`src/rtl/rns_cmp_pkg.sv`:
```
// -----------------------------------------------------------------------------
// rns_cmp_pkg
// Shared definitions for the RNS magnitude comparator:
//   - residue base width RNS_N and the moduli m1=2^N-1, m2=2^N, m3=2^N+1
//   - dynamic range M = 2^N*(2^2N-1) and the binary word width W = 3N
//   - modular add/sub helpers for mod (2^N-1) and mod (2^N+1)
//   - the per-stage payload struct {v1, v2, v3, const, err}
// Optional feature macro: RNS_CMP_WINDOW_EN adds the upper window bound to the
// payload.
// The struct widths follow RNS_N, so the N parameter of the modules that
// import this package must equal RNS_N.
// -----------------------------------------------------------------------------
package rns_cmp_pkg;

    localparam int RNS_N = 3;

    typedef logic [RNS_N-1:0]   res_t;   // residue mod m1 / m2
    typedef logic [RNS_N:0]     res3_t;  // residue mod m3 (one extra bit)
    typedef logic [3*RNS_N-1:0] word_t;  // reconstructed binary value

    function automatic int unsigned mod_m1();
        return (32'd1 << RNS_N) - 32'd1;
    endfunction

    function automatic int unsigned mod_m2();
        return 32'd1 << RNS_N;
    endfunction

    function automatic int unsigned mod_m3();
        return (32'd1 << RNS_N) + 32'd1;
    endfunction

    function automatic int unsigned range_m();
        return mod_m2() * (mod_m2() * mod_m2() - 32'd1);
    endfunction

    function automatic int unsigned word_w();
        return 32'd3 * RNS_N;
    endfunction

    // Operands must already lie in [0, m1-1]; one conditional subtract suffices.
    function automatic res_t add_m1(input res_t a, input res_t b);
        int unsigned d;
        d = 32'(a) + 32'(b);
        if (d >= mod_m1()) begin
            d = d - mod_m1();
        end
        return res_t'(d);
    endfunction

    function automatic res_t sub_m1(input res_t a, input res_t b);
        int unsigned d;
        d = 32'(a) + mod_m1() - 32'(b);
        if (d >= mod_m1()) begin
            d = d - mod_m1();
        end
        return res_t'(d);
    endfunction

    function automatic res3_t add_m3(input res3_t a, input res3_t b);
        int unsigned d;
        d = 32'(a) + 32'(b);
        if (d >= mod_m3()) begin
            d = d - mod_m3();
        end
        return res3_t'(d);
    endfunction

    function automatic res3_t sub_m3(input res3_t a, input res3_t b);
        int unsigned d;
        d = 32'(a) + mod_m3() - 32'(b);
        if (d >= mod_m3()) begin
            d = d - mod_m3();
        end
        return res3_t'(d);
    endfunction

    // Multiply by 2^(N-1) mod m3 as N-1 modular doublings. 2^(N-1) is the
    // negated inverse of 2 mod (2^N+1), which is what the MRC step needs.
    function automatic res3_t scale_m3(input res3_t a);
        res3_t r;
        r = a;
        for (int i = 0; i < RNS_N - 1; i++) begin
            r = add_m3(r, r);
        end
        return r;
    endfunction

    typedef struct packed {
        res_t  v1;    // first mixed-radix digit (= x2)
        res_t  v2;    // second digit, mod m1
        res3_t v3;    // third digit mod m3; carries raw x3 between S1 and S2
        word_t cval;  // lower compare constant tagged at accept
`ifdef RNS_CMP_WINDOW_EN
        word_t chi;   // upper window bound tagged at accept
`endif
        logic  err;   // x3 was out of range
    } stage_t;

    localparam int STAGE_W = $bits(stage_t);

endpackage

```
`src/rtl/rns_mrc_stage_pipe.sv`:
```
// -----------------------------------------------------------------------------
// rns_mrc_stage_pipe
// Two-stage mixed-radix digit generator (S1, S2) with a shared stall enable.
// Ports:
//   clk, rst          clock, asynchronous active-high reset
//   en                advance enable; both stages hold when low
//   in_valid          operand valid, captured on an enabled edge
//   a1, a2, a3        residues mod 2^N-1, 2^N, 2^N+1
//   cval              compare constant to tag onto the operand
//   chi               upper window bound (only with RNS_CMP_WINDOW_EN)
//   out_valid         S2 holds a valid payload
//   out_data          S2 payload, packed stage_t
// Optional feature macro: RNS_CMP_WINDOW_EN.
// -----------------------------------------------------------------------------
module rns_mrc_stage_pipe
    import rns_cmp_pkg::*;
(
    input  logic                 clk,
    input  logic                 rst,
    input  logic                 en,
    input  logic                 in_valid,
    input  logic [RNS_N-1:0]     a1,
    input  logic [RNS_N-1:0]     a2,
    input  logic [RNS_N:0]       a3,
    input  logic [3*RNS_N-1:0]   cval,
`ifdef RNS_CMP_WINDOW_EN
    input  logic [3*RNS_N-1:0]   chi,
`endif
    output logic                 out_valid,
    output logic [STAGE_W-1:0]   out_data
);

    res_t   x1_s;
    res_t   x2_s;
    stage_t s1_s;
    stage_t s1_r;
    stage_t s2_s;
    stage_t s2_r;
    logic   s1_valid_r;
    logic   s2_valid_r;

    // S1: normalise residues, first two digits and the range error flag.
    always_comb begin
        s1_s = '0;
        // All-ones is the second encoding of zero mod 2^N-1.
        if (a1 == {RNS_N{1'b1}}) begin
            x1_s = {RNS_N{1'b0}};
        end else begin
            x1_s = a1;
        end
        // x2 must be reduced into the m1 range before the m1 subtraction.
        if (a2 == {RNS_N{1'b1}}) begin
            x2_s = {RNS_N{1'b0}};
        end else begin
            x2_s = a2;
        end
        s1_s.v1   = a2;
        s1_s.v2   = sub_m1(x1_s, x2_s);
        s1_s.v3   = a3;
        s1_s.cval = cval;
`ifdef RNS_CMP_WINDOW_EN
        s1_s.chi  = chi;
`endif
        s1_s.err  = (a3 > {1'b1, {RNS_N{1'b0}}});
    end

    // S2: third digit v3 = ((v1 - x3) - v2) * 2^(N-1) mod m3.
    always_comb begin
        s2_s    = s1_r;
        s2_s.v3 = scale_m3(sub_m3(sub_m3({1'b0, s1_r.v1}, s1_r.v3),
                                  {1'b0, s1_r.v2}));
    end

    // Stage registers, advancing together when enabled.
    always_ff @(posedge clk or posedge rst) begin
        if (rst) begin
            s1_valid_r <= 1'b0;
            s2_valid_r <= 1'b0;
            s1_r       <= '0;
            s2_r       <= '0;
        end else if (en) begin
            s1_valid_r <= in_valid;
            s1_r       <= s1_s;
            s2_valid_r <= s1_valid_r;
            s2_r       <= s2_s;
        end
    end

    assign out_valid = s2_valid_r;
    assign out_data  = s2_r;

endmodule

```
`src/rtl/rns_compare_pipe.sv`:
```
// -----------------------------------------------------------------------------
// rns_compare_pipe
// Pipelined magnitude comparator for RNS operands in {2^N-1, 2^N, 2^N+1}.
// Each accepted operand is converted by mixed-radix conversion and compared
// against the constant held when it was accepted. Latency 3, throughput 1.
// Ports:
//   clk_in, rst_in          clock, asynchronous active-high reset
//   in_valid_in/ready_out   operand handshake
//   a1_in, a2_in, a3_in     residues mod 2^N-1, 2^N, 2^N+1
//   const_wr_in/data_in     load lower compare constant
//   out_valid_out/ready_in  result handshake
//   res_le/eq/gr_out        operand <, ==, > constant
//   err_out                 a3 residue exceeded 2^N
//   const_hi_wr_in/data_in  load upper window bound (RNS_CMP_WINDOW_EN)
//   res_win_out             const <= X <= const_hi   (RNS_CMP_WINDOW_EN)
// Optional feature macro: RNS_CMP_WINDOW_EN.
// -----------------------------------------------------------------------------
module rns_compare_pipe
    import rns_cmp_pkg::*;
#(
    parameter int N          = RNS_N,
    parameter int CONST_INIT = 10
) (
    input  logic             clk_in,
    input  logic             rst_in,
    input  logic             in_valid_in,
    output logic             in_ready_out,
    input  logic [N-1:0]     a1_in,
    input  logic [N-1:0]     a2_in,
    input  logic [N:0]       a3_in,
    input  logic             const_wr_in,
    input  logic [3*N-1:0]   const_data_in,
    output logic             out_valid_out,
    input  logic             out_ready_in,
    output logic             res_le_out,
    output logic             res_eq_out,
    output logic             res_gr_out,
    output logic             err_out
`ifdef RNS_CMP_WINDOW_EN
    ,
    input  logic             const_hi_wr_in,
    input  logic [3*N-1:0]   const_hi_data_in,
    output logic             res_win_out
`endif
);

    logic               adv_s;
    word_t              const_r;
    logic               s2_valid_s;
    logic [STAGE_W-1:0] s2_bits_s;
    stage_t             s2_s;
    word_t              hi_s;
    word_t              x_s;
    logic               le_s;
    logic               eq_s;
    logic               gr_s;
    logic               win_s;
    logic               out_valid_r;
    logic               le_r;
    logic               eq_r;
    logic               gr_r;
    logic               err_r;
`ifdef RNS_CMP_WINDOW_EN
    word_t              const_hi_r;
    logic               win_r;
`endif

    // The whole pipe moves whenever the output slot is free or being drained.
    assign adv_s        = !out_valid_r | out_ready_in;
    assign in_ready_out = adv_s;

    // Compare constant register(s); an operand accepted on the write edge
    // still sees the old value because the S1 capture reads const_r.
    always_ff @(posedge clk_in or posedge rst_in) begin
        if (rst_in) begin
            const_r <= word_t'(CONST_INIT);
        end else if (const_wr_in) begin
            const_r <= const_data_in;
        end
    end

`ifdef RNS_CMP_WINDOW_EN
    // Upper window bound register, reset to the top of the range.
    always_ff @(posedge clk_in or posedge rst_in) begin
        if (rst_in) begin
            const_hi_r <= word_t'(range_m() - 32'd1);
        end else if (const_hi_wr_in) begin
            const_hi_r <= const_hi_data_in;
        end
    end
`endif

    rns_mrc_stage_pipe u_mrc (
        .clk       (clk_in),
        .rst       (rst_in),
        .en        (adv_s),
        .in_valid  (in_valid_in),
        .a1        (a1_in),
        .a2        (a2_in),
        .a3        (a3_in),
        .cval      (const_r),
`ifdef RNS_CMP_WINDOW_EN
        .chi       (const_hi_r),
`endif
        .out_valid (s2_valid_s),
        .out_data  (s2_bits_s)
    );

    assign s2_s = s2_bits_s;

    // S3: X = v1 + 2^N*(v2 + m1*v3) and the compare against the tagged bounds.
    always_comb begin
        hi_s  = word_t'(s2_s.v2) + word_t'(mod_m1()) * word_t'(s2_s.v3);
        x_s   = word_t'(s2_s.v1) + (hi_s << RNS_N);
        le_s  = 1'b0;
        eq_s  = 1'b0;
        gr_s  = 1'b0;
        win_s = 1'b0;
        if (s2_s.err) begin
            le_s  = 1'b0;
            eq_s  = 1'b0;
            gr_s  = 1'b0;
            win_s = 1'b0;
        end else begin
            le_s  = (x_s <  s2_s.cval);
            eq_s  = (x_s == s2_s.cval);
            gr_s  = (x_s >  s2_s.cval);
`ifdef RNS_CMP_WINDOW_EN
            win_s = (x_s >= s2_s.cval) && (x_s <= s2_s.chi);
`else
            win_s = 1'b0;
`endif
        end
    end

    // Output register; holds its contents while stalled.
    always_ff @(posedge clk_in or posedge rst_in) begin
        if (rst_in) begin
            out_valid_r <= 1'b0;
            le_r        <= 1'b0;
            eq_r        <= 1'b0;
            gr_r        <= 1'b0;
            err_r       <= 1'b0;
`ifdef RNS_CMP_WINDOW_EN
            win_r       <= 1'b0;
`endif
        end else if (adv_s) begin
            out_valid_r <= s2_valid_s;
            if (s2_valid_s) begin
                le_r  <= le_s;
                eq_r  <= eq_s;
                gr_r  <= gr_s;
                err_r <= s2_s.err;
`ifdef RNS_CMP_WINDOW_EN
                win_r <= win_s;
`endif
            end else begin
                le_r  <= 1'b0;
                eq_r  <= 1'b0;
                gr_r  <= 1'b0;
                err_r <= 1'b0;
`ifdef RNS_CMP_WINDOW_EN
                win_r <= 1'b0;
`endif
            end
        end
    end

    assign out_valid_out = out_valid_r;
    assign res_le_out    = le_r;
    assign res_eq_out    = eq_r;
    assign res_gr_out    = gr_r;
    assign err_out       = err_r;
`ifdef RNS_CMP_WINDOW_EN
    assign res_win_out   = win_r;
`else
    // win_s only feeds the optional window output.
    logic unused_win_s;
    assign unused_win_s = win_s;
`endif

endmodule
```
`config.mk`:
```
export PLATFORM = sky130hd
export DESIGN_NAME = rns_compare_pipe
export DESIGN_NICKNAME = d
export VERILOG_FILES = /design/src/rtl/rns_cmp_pkg.sv /design/src/rtl/rns_mrc_stage_pipe.sv /design/src/rtl/rns_compare_pipe.sv
export SDC_FILE = /design/constraint.sdc
export NUM_CORES = 1
export LEC_CHECK = 0
export BUFFER_PORTS_ARGS = -buffer_cell sky130_fd_sc_hd__buf_2
export CAP_MARGIN = 30
export CORE_MARGIN = 2
export CORE_UTILIZATION = 55
export DETAILED_ROUTE_END_ITERATION = 7
export HOLD_SLACK_MARGIN = 0.06
export PLACE_DENSITY = 0.84
export SLEW_MARGIN = 20
export SYNTH_ARGS = -nofsm -noshare
export SYNTH_HDL_FRONTEND = slang
export SYNTH_SLANG_ARGS = --single-unit
```
`constraint.sdc`:
```
create_clock -name clk_in -period 7.9 [get_ports clk_in]
set_input_delay 0.79 -clock clk_in [delete_from_list [all_inputs] [get_ports clk_in]]
set_output_delay 0.79 -clock clk_in [all_outputs]
set_load 0.05 [all_outputs]
```
==> results of run 1 <==
-- layer usage --
layer	up-vias	share of wire (%)
met5	-	0
met4	0	1.0
met3	7	2.6
met2	44	51
met1	1297	45
li1	1341	-
-- area by class of cell --
class                           instances  area (um^2)  share of cell area, %
Clock buffer                            5         68.8                   1.76
Multi-Input combinational cell        278         1980                   50.8
Sequential cell                        56         1400                   36.0
Tap cell                               77         96.3                   2.47
Clock inverter                          3         27.5                  0.706
Inverter                               45          171                   4.39
Timing Repair Buffer                   30          153                   3.91
-- layout by cell type, fill, tap and decap left out, types with 3 or more instances in the layout --
| cell type | instances |
|---|---|
| o21ai_1 | 22 |
| mux2i_1 | 4 |
| nor3_1 | 3 |
| nand3_1 | 5 |
| mux2_2 | 9 |
| fa_1 | 8 |
| ha_1 | 42 |
| a21o_1 | 6 |
| inv_1 | 43 |
| buf_2 | 29 |
| nand2b_1 | 4 |
| clkbuf_8 | 5 |
| dfrtp_1 | 54 |
| xnor2_1 | 10 |
| nor2_1 | 17 |
| nor2b_1 | 3 |
| nand2_1 | 97 |
| a21oi_1 | 16 |
-- synthesized netlist by cell type (4+ instances only) --
master,number,area share (%)
dfrtp_1,54,38
nand2b_1,4,0.70
a21oi_1,16,2.2
o21ai_1,22,3.1
inv_1,44,4.6
nor2_1,17,1.8
nand3_1,5,0.70
nand2_1,97,10
fa_1,8,4.4
xnor2_1,10,2.4
nor2b_1,4,0.70
a21o_1,6,1.3
mux2_2,9,2.8
clkbuf_1,11,1.1
mux2i_1,4,1.1
ha_1,42,15
-- state kept, by name, summed over array words and instances (netlist names) --
name	flops
const_r	9
res_eq_out	1
u_mrc.s1_valid_r	1
res_gr_out	1
err_out	1
u_mrc.out_valid	1
out_valid_out	1
res_le_out	1
u_mrc.s1_r	20
u_mrc.out_data	20
-- logic make-up after synthesis --
family	synth area share [%]
AO/OA/AOI/OAI	12.5
AND/OR/NAND/NOR	15.4
XOR/XNOR	3.68
buffers and inverters	6.05
multiplexers	4.31
adder cells (fa/ha/maj)	19.0
flip-flops	39.0
-- metrics by stage --
stage	instances	worst slack, ps	area, um^2	hold slack (ps)	utilization [%]
2_1_floorplan	391	1770	3600	439	-
5_1_grt	494	887	3900	514	61.4
3_3_place_gp	486	1600	3800	452	59.9
4_1_cts	494	1270	3900	481	61.4
6_report	494	1260	3900	482	61.4
3_5_place_dp	486	1300	3800	456	59.9
-- worst register-to-register path, delay by kind of cell (launching register included) --
kind,cells,cell delay [ps]
fa+ha+maj,8,2570
mux,2,640
simple gates,6,1240
compound gates,8,1350
buf+inv,4,300
flops,1,410
-- worst min-delay path by stage --
stage                            startpoint                            to  slack, ps  cells past startpoint
2_1_floorplan     u_mrc.s1_r[0]$_DFFE_PP0P_     u_mrc.s1_r[0]$_DFFE_PP0P_        440                      2
3_3_place_gp   u_mrc.s1_valid_r$_DFFE_PP0P_  u_mrc.s1_valid_r$_DFFE_PP0P_        450                      2
3_5_place_dp      u_mrc.s1_r[5]$_DFFE_PP0P_     u_mrc.s1_r[5]$_DFFE_PP0P_        460                      2
4_1_cts           u_mrc.s1_r[5]$_DFFE_PP0P_     u_mrc.s1_r[5]$_DFFE_PP0P_        480                      2
5_1_grt              const_r[0]$_DFFE_PP0P_     u_mrc.s1_r[1]$_DFFE_PP0P_        510                      2
6_report          u_mrc.s1_r[7]$_DFFE_PP0P_     u_mrc.s1_r[7]$_DFFE_PP0P_        480                      2
==> out/qor.csv, run 1 <==
metric,value,unit
sequential-to-total area share from yosys stat,39.0,%
endpoints failing setup,0,
Synth cell types,45,
met2 GRT Util,37.7,%
Die Ht,84.9,um
first-pass GRT wire length,12.2,mm
clock root cell,clkbuf_8,
Sink Count,56,
status,finished clean,
CP Buf/Inv Count,4,
Crit Path Max Fanout,7,
critical path capture point,u_mrc.out_data[12]$_DFFE_PP0P_,
CP max stage delay,530,ps
busiest layer in global routing,met2,
Setup TNS Final,0,ps
# resized after CTS,0,
first drt pass iteration count,4,
Max Cap Viol,0,
GR Layer Usage met3,2.53,%
CP Launch Type,flip-flop,
R2R Path End,u_mrc.out_data[12]$_DFFE_PP0P_,
"EDFF count, synth",0,
die area,7210,um^2
CTS buffer count,5,
reg2reg path depth,28,
"Slew Viols, Final",0,
initial antenna violation count,0,
Fin. Hold Viols,0,
grt ovf,0,
filler instances,526,
clk slew on worst S/H paths,110,ps
WL per Instance,14.0,um
GRT Total Usage,20.6,%
total number of cells along the worst setup path,28,
Max Buffers Root-to-Sink,2,
Worst Path Required,8060,ps
Post CTS Setup Buffer Count,0,
"Area growth, synth to finish",8.38,%
largest net degree at the start of global routing,59,
Iteration-0 DRC Markers,126,
Top-Level Pins,30,
fin crit share,84.1,%
most common flop cell mapped by yosys,dfrtp_1,
Routed Wire Length,6.90,mm
CP Class,flip-flop to flip-flop,
relative slew slack,38.8,%
DR vias,2689,
RSZ-0062 raised after global routing,no,
r2r startpoint,u_mrc.s1_r[11]$_DFFE_PP0P_,
final net count,490,
detail-routed via count per cell,5.44,
FF-to-FF setup slack,1260,ps
f_max,151,MHz
post-route minimum period,6640,ps
"Max stage delay cell, worst path",fa_1,
Seq cells post-synth,56,
Worst Path Arrival,6810,ps
"Async S/R FF share, synth",100,%
vias in the first global route,2717,
Worst Setup SP,u_mrc.s1_r[11]$_DFFE_PP0P_,
IO Port Bufs,29,
Synthesized Nets,465,
Post-Syn Area,3600,um^2
row count,29,
"delay-heaviest family, CP",adder cells,
Antenna Diode Count,0,
Critical Path Most Common Cell,ha_1,
Initial Util,56.7,%
Hold Buf Count CTS,0,
synth warn,0,
CTS tree,yes,
core region area,6350,um^2
Post-route DRC,0,
clk_skew,6.55,ps
GP Congestion,0.811,
Avg Inst Size Synth,9.21,um^2
nature of the critical path endpoint,flip-flop,
Syn Inst Count,391,
# H-tree levels,2,
share of layout cells above drive strength 1,14.4,%
DPL Wire Length,5.05,mm
Routed Antenna Nets,0,
Worst-Skew Late Latency,310,ps
Die X,84.9,um
HP Class,flip-flop to flip-flop,
Slew @ Worst Pin,917,ps
global routing usage on met1,26.1,%
Power of run 1 is not shown: default switching activity piles up to over one toggle a cycle in this logic, so the estimate is an artifact.
==> run 2, diff against run 1 <==
==> constraint.sdc (replaced) <==
create_clock -name clk_in -period 6.75 [get_ports clk_in]
set_input_delay 0.675 -clock clk_in [delete_from_list [all_inputs] [get_ports clk_in]]
set_output_delay 0.675 -clock clk_in [all_outputs]
set_load 0.05 [all_outputs]
==> run 2 against run 1 <==
  * Utilization is 0.51 points higher
  * Non-clock buffer count up 2
  * Worst hold slack lost 23 ps
  * Highest routed layer unchanged
  * Worst setup slack worse by 830 ps
  * Via count is 0.19% higher
  * First-iteration DRC count is 1.6% higher
  * Cell area up 0.83%
  * Critical path depth did not move
==> out/qor.csv, run 2 (same netlist as run 1, synthesis figures left out) <==
metric,value,unit,change
post-route minimum period,6330,ps,-317 ps
vias in the first global route,2730,,+0.48%
Slew @ Worst Pin,910,ps,-6.79 ps
CP Launch Type,flip-flop,,
CTS buffer count,5,,unchanged
Die Ht,84.9,um,unchanged
Antenna Diode Count,0,,unchanged
relative slew slack,39.2,%,+0.45 points
die area,7210,um^2,unchanged
clock root cell,clkbuf_8,,
Crit Path Max Fanout,7,,unchanged
IO Port Bufs,29,,unchanged
Max Cap Viol,0,,unchanged
first drt pass iteration count,4,,unchanged
"most common cell after layout, fill and taps aside",nand2_1,,
row count,29,,unchanged
Fin. Hold Viols,0,,unchanged
detail-routed via count per cell,5.43,,-0.22%
Post-route DRC,0,,unchanged
clk_skew,7.90,ps,+1.35 ps
core region area,6350,um^2,unchanged
largest net degree at the start of global routing,59,,unchanged
Sink Count,56,,unchanged
WL per Instance,13.8,um,-1.2%
f_max,158,MHz,+5.0%
Worst Path Arrival,6490,ps,-320 ps
Setup Slack @ Placement,126,ps,-1170 ps
Worst Path Required,6910,ps,-1150 ps
Critical Path Most Common Cell,ha_1,,
first-pass GRT wire length,12.1,mm,-0.73%
Top-Level Pins,30,,unchanged
RSZ-0062 raised after global routing,no,,
"commonest non-fill, non-tap cells in the layout","97 x nand2_1, 54 x dfrtp_1, 43 x inv_1",,
status,finished clean,,
final worst setup slack,425,ps,-833 ps
CP max stage delay,530,ps,about the same
Max Buffers Root-to-Sink,2,,unchanged
final net count,492,,+0.41%
Routed Antenna Nets,0,,unchanged
grt ovf,0,,unchanged
CP Class,flip-flop to flip-flop,,
GRT Total Usage,20.5,%,-0.10 points
fin crit share,93.7,%,+9.6 points
nature of the critical path endpoint,flip-flop,,
Setup TNS Final,0,ps,unchanged
endpoints failing setup,0,,unchanged
HP Class,input port to asynchronous set/reset pin,,
Initial Util,56.7,%,unchanged
"Slew Viols, Final",0,,unchanged
Die X,84.9,um,unchanged
Routed Wire Length,6.84,mm,-0.81%
clk slew on worst S/H paths,100,ps,about the same
"Area growth, synth to finish",9.28,%,
filler instances,522,,-0.76%
# H-tree levels,2,,unchanged
Worst-Skew Late Latency,320,ps,about the same
DPL Wire Length,5.05,mm,-0.16%
"Max stage delay cell, worst path",fa_1,,
GP Congestion,0.811,,unchanged
DR vias,2694,,+0.19%
Iteration-0 DRC Markers,128,,+1.6%
CTS tree,yes,,
share of layout cells above drive strength 1,15.3,%,+0.89 points
initial antenna violation count,0,,unchanged
run 2: cell count changes in the layout (fill, tap and decap cells not counted), sizes merged:
cell  delta
buf      +2
run 2: worst paths after layout:
check | start | to | slack (ps) | cells after the start
worst max-delay path | u_mrc.s1_r[11]$_DFFE_PP0P_ | u_mrc.out_data[12]$_DFFE_PP0P_ | 420 | 28
worst min-delay path | rst_in | const_r[6]$_DFFE_PP0P_ | 460 | 2
worst max register to register | u_mrc.s1_r[11]$_DFFE_PP0P_ | u_mrc.out_data[12]$_DFFE_PP0P_ | 420 | 28
worst min register to register | u_mrc.s1_r[7]$_DFFE_PP0P_ | u_mrc.s1_r[7]$_DFFE_PP0P_ | 480 | 2
max in group asynchronous | rst_in | u_mrc.s1_r[18]$_DFFE_PP0P_ | 5850 | 2
min in group clk_in | u_mrc.s1_r[7]$_DFFE_PP0P_ | u_mrc.s1_r[7]$_DFFE_PP0P_ | 480 | 2
run 2: worst max-delay path, delay by kind of cell (launching register included):
kind,cells,cell delay [ps]
multiplexers,2,550
flip-flops,1,410
adder cells (fa/ha/maj),8,2510
buffers and inverters,4,290
AO/OA/AOI/OAI,8,1190
AND/OR/NAND/NOR,6,1230
run 2: metal layers:
layer | part of all wire, % | global-route usage (%) | up-vias | wire length, um
met1 | 44 | 26.3 | 1302 | 3040
met5 | 0 | 0 | - | 0
met3 | 2.7 | 2.33 | 12 | 183
li1 | - | - | 1337 | -
met2 | 51 | 36.4 | 43 | 3490
met4 | 1.9 | 6.64 | 0 | 129
run 2: cell type report:
cell class | instances | area [um^2] | share of cell area (%)
timing repair buffer | 32 | 168 | 4.26
tap | 77 | 96.3 | 2.45
clock buffer | 5 | 68.8 | 1.75
sequential | 56 | 1400 | 35.7
inverter | 45 | 171 | 4.36
clock inverter | 3 | 27.5 | 0.700
multi-input combinational | 278 | 2000 | 50.8
run 2: stage by stage:
stage               util, %  hold WS [ps]  area, um^2  std cells
finish                 62.0           459        3930        496
global route           62.0           503        3930        496
CTS                    61.4           483        3900        494
detailed placement     59.9           456        3800        486
global placement       59.9           452        3800        486
floorplan                 -           439        3600        391
run 2: timing repair:
| item | in CTS | in global routing |
|---|---|---|
| gates resized for setup | 0 | 4 |
| hold buffers | 0 | 0 |
| endpoints found under the setup margin | 0 | 2 |
| setup buffers | 0 | 2 |
| endpoints found under the hold margin | 0 | 0 |
Power of run 2 is left out for the same reason.
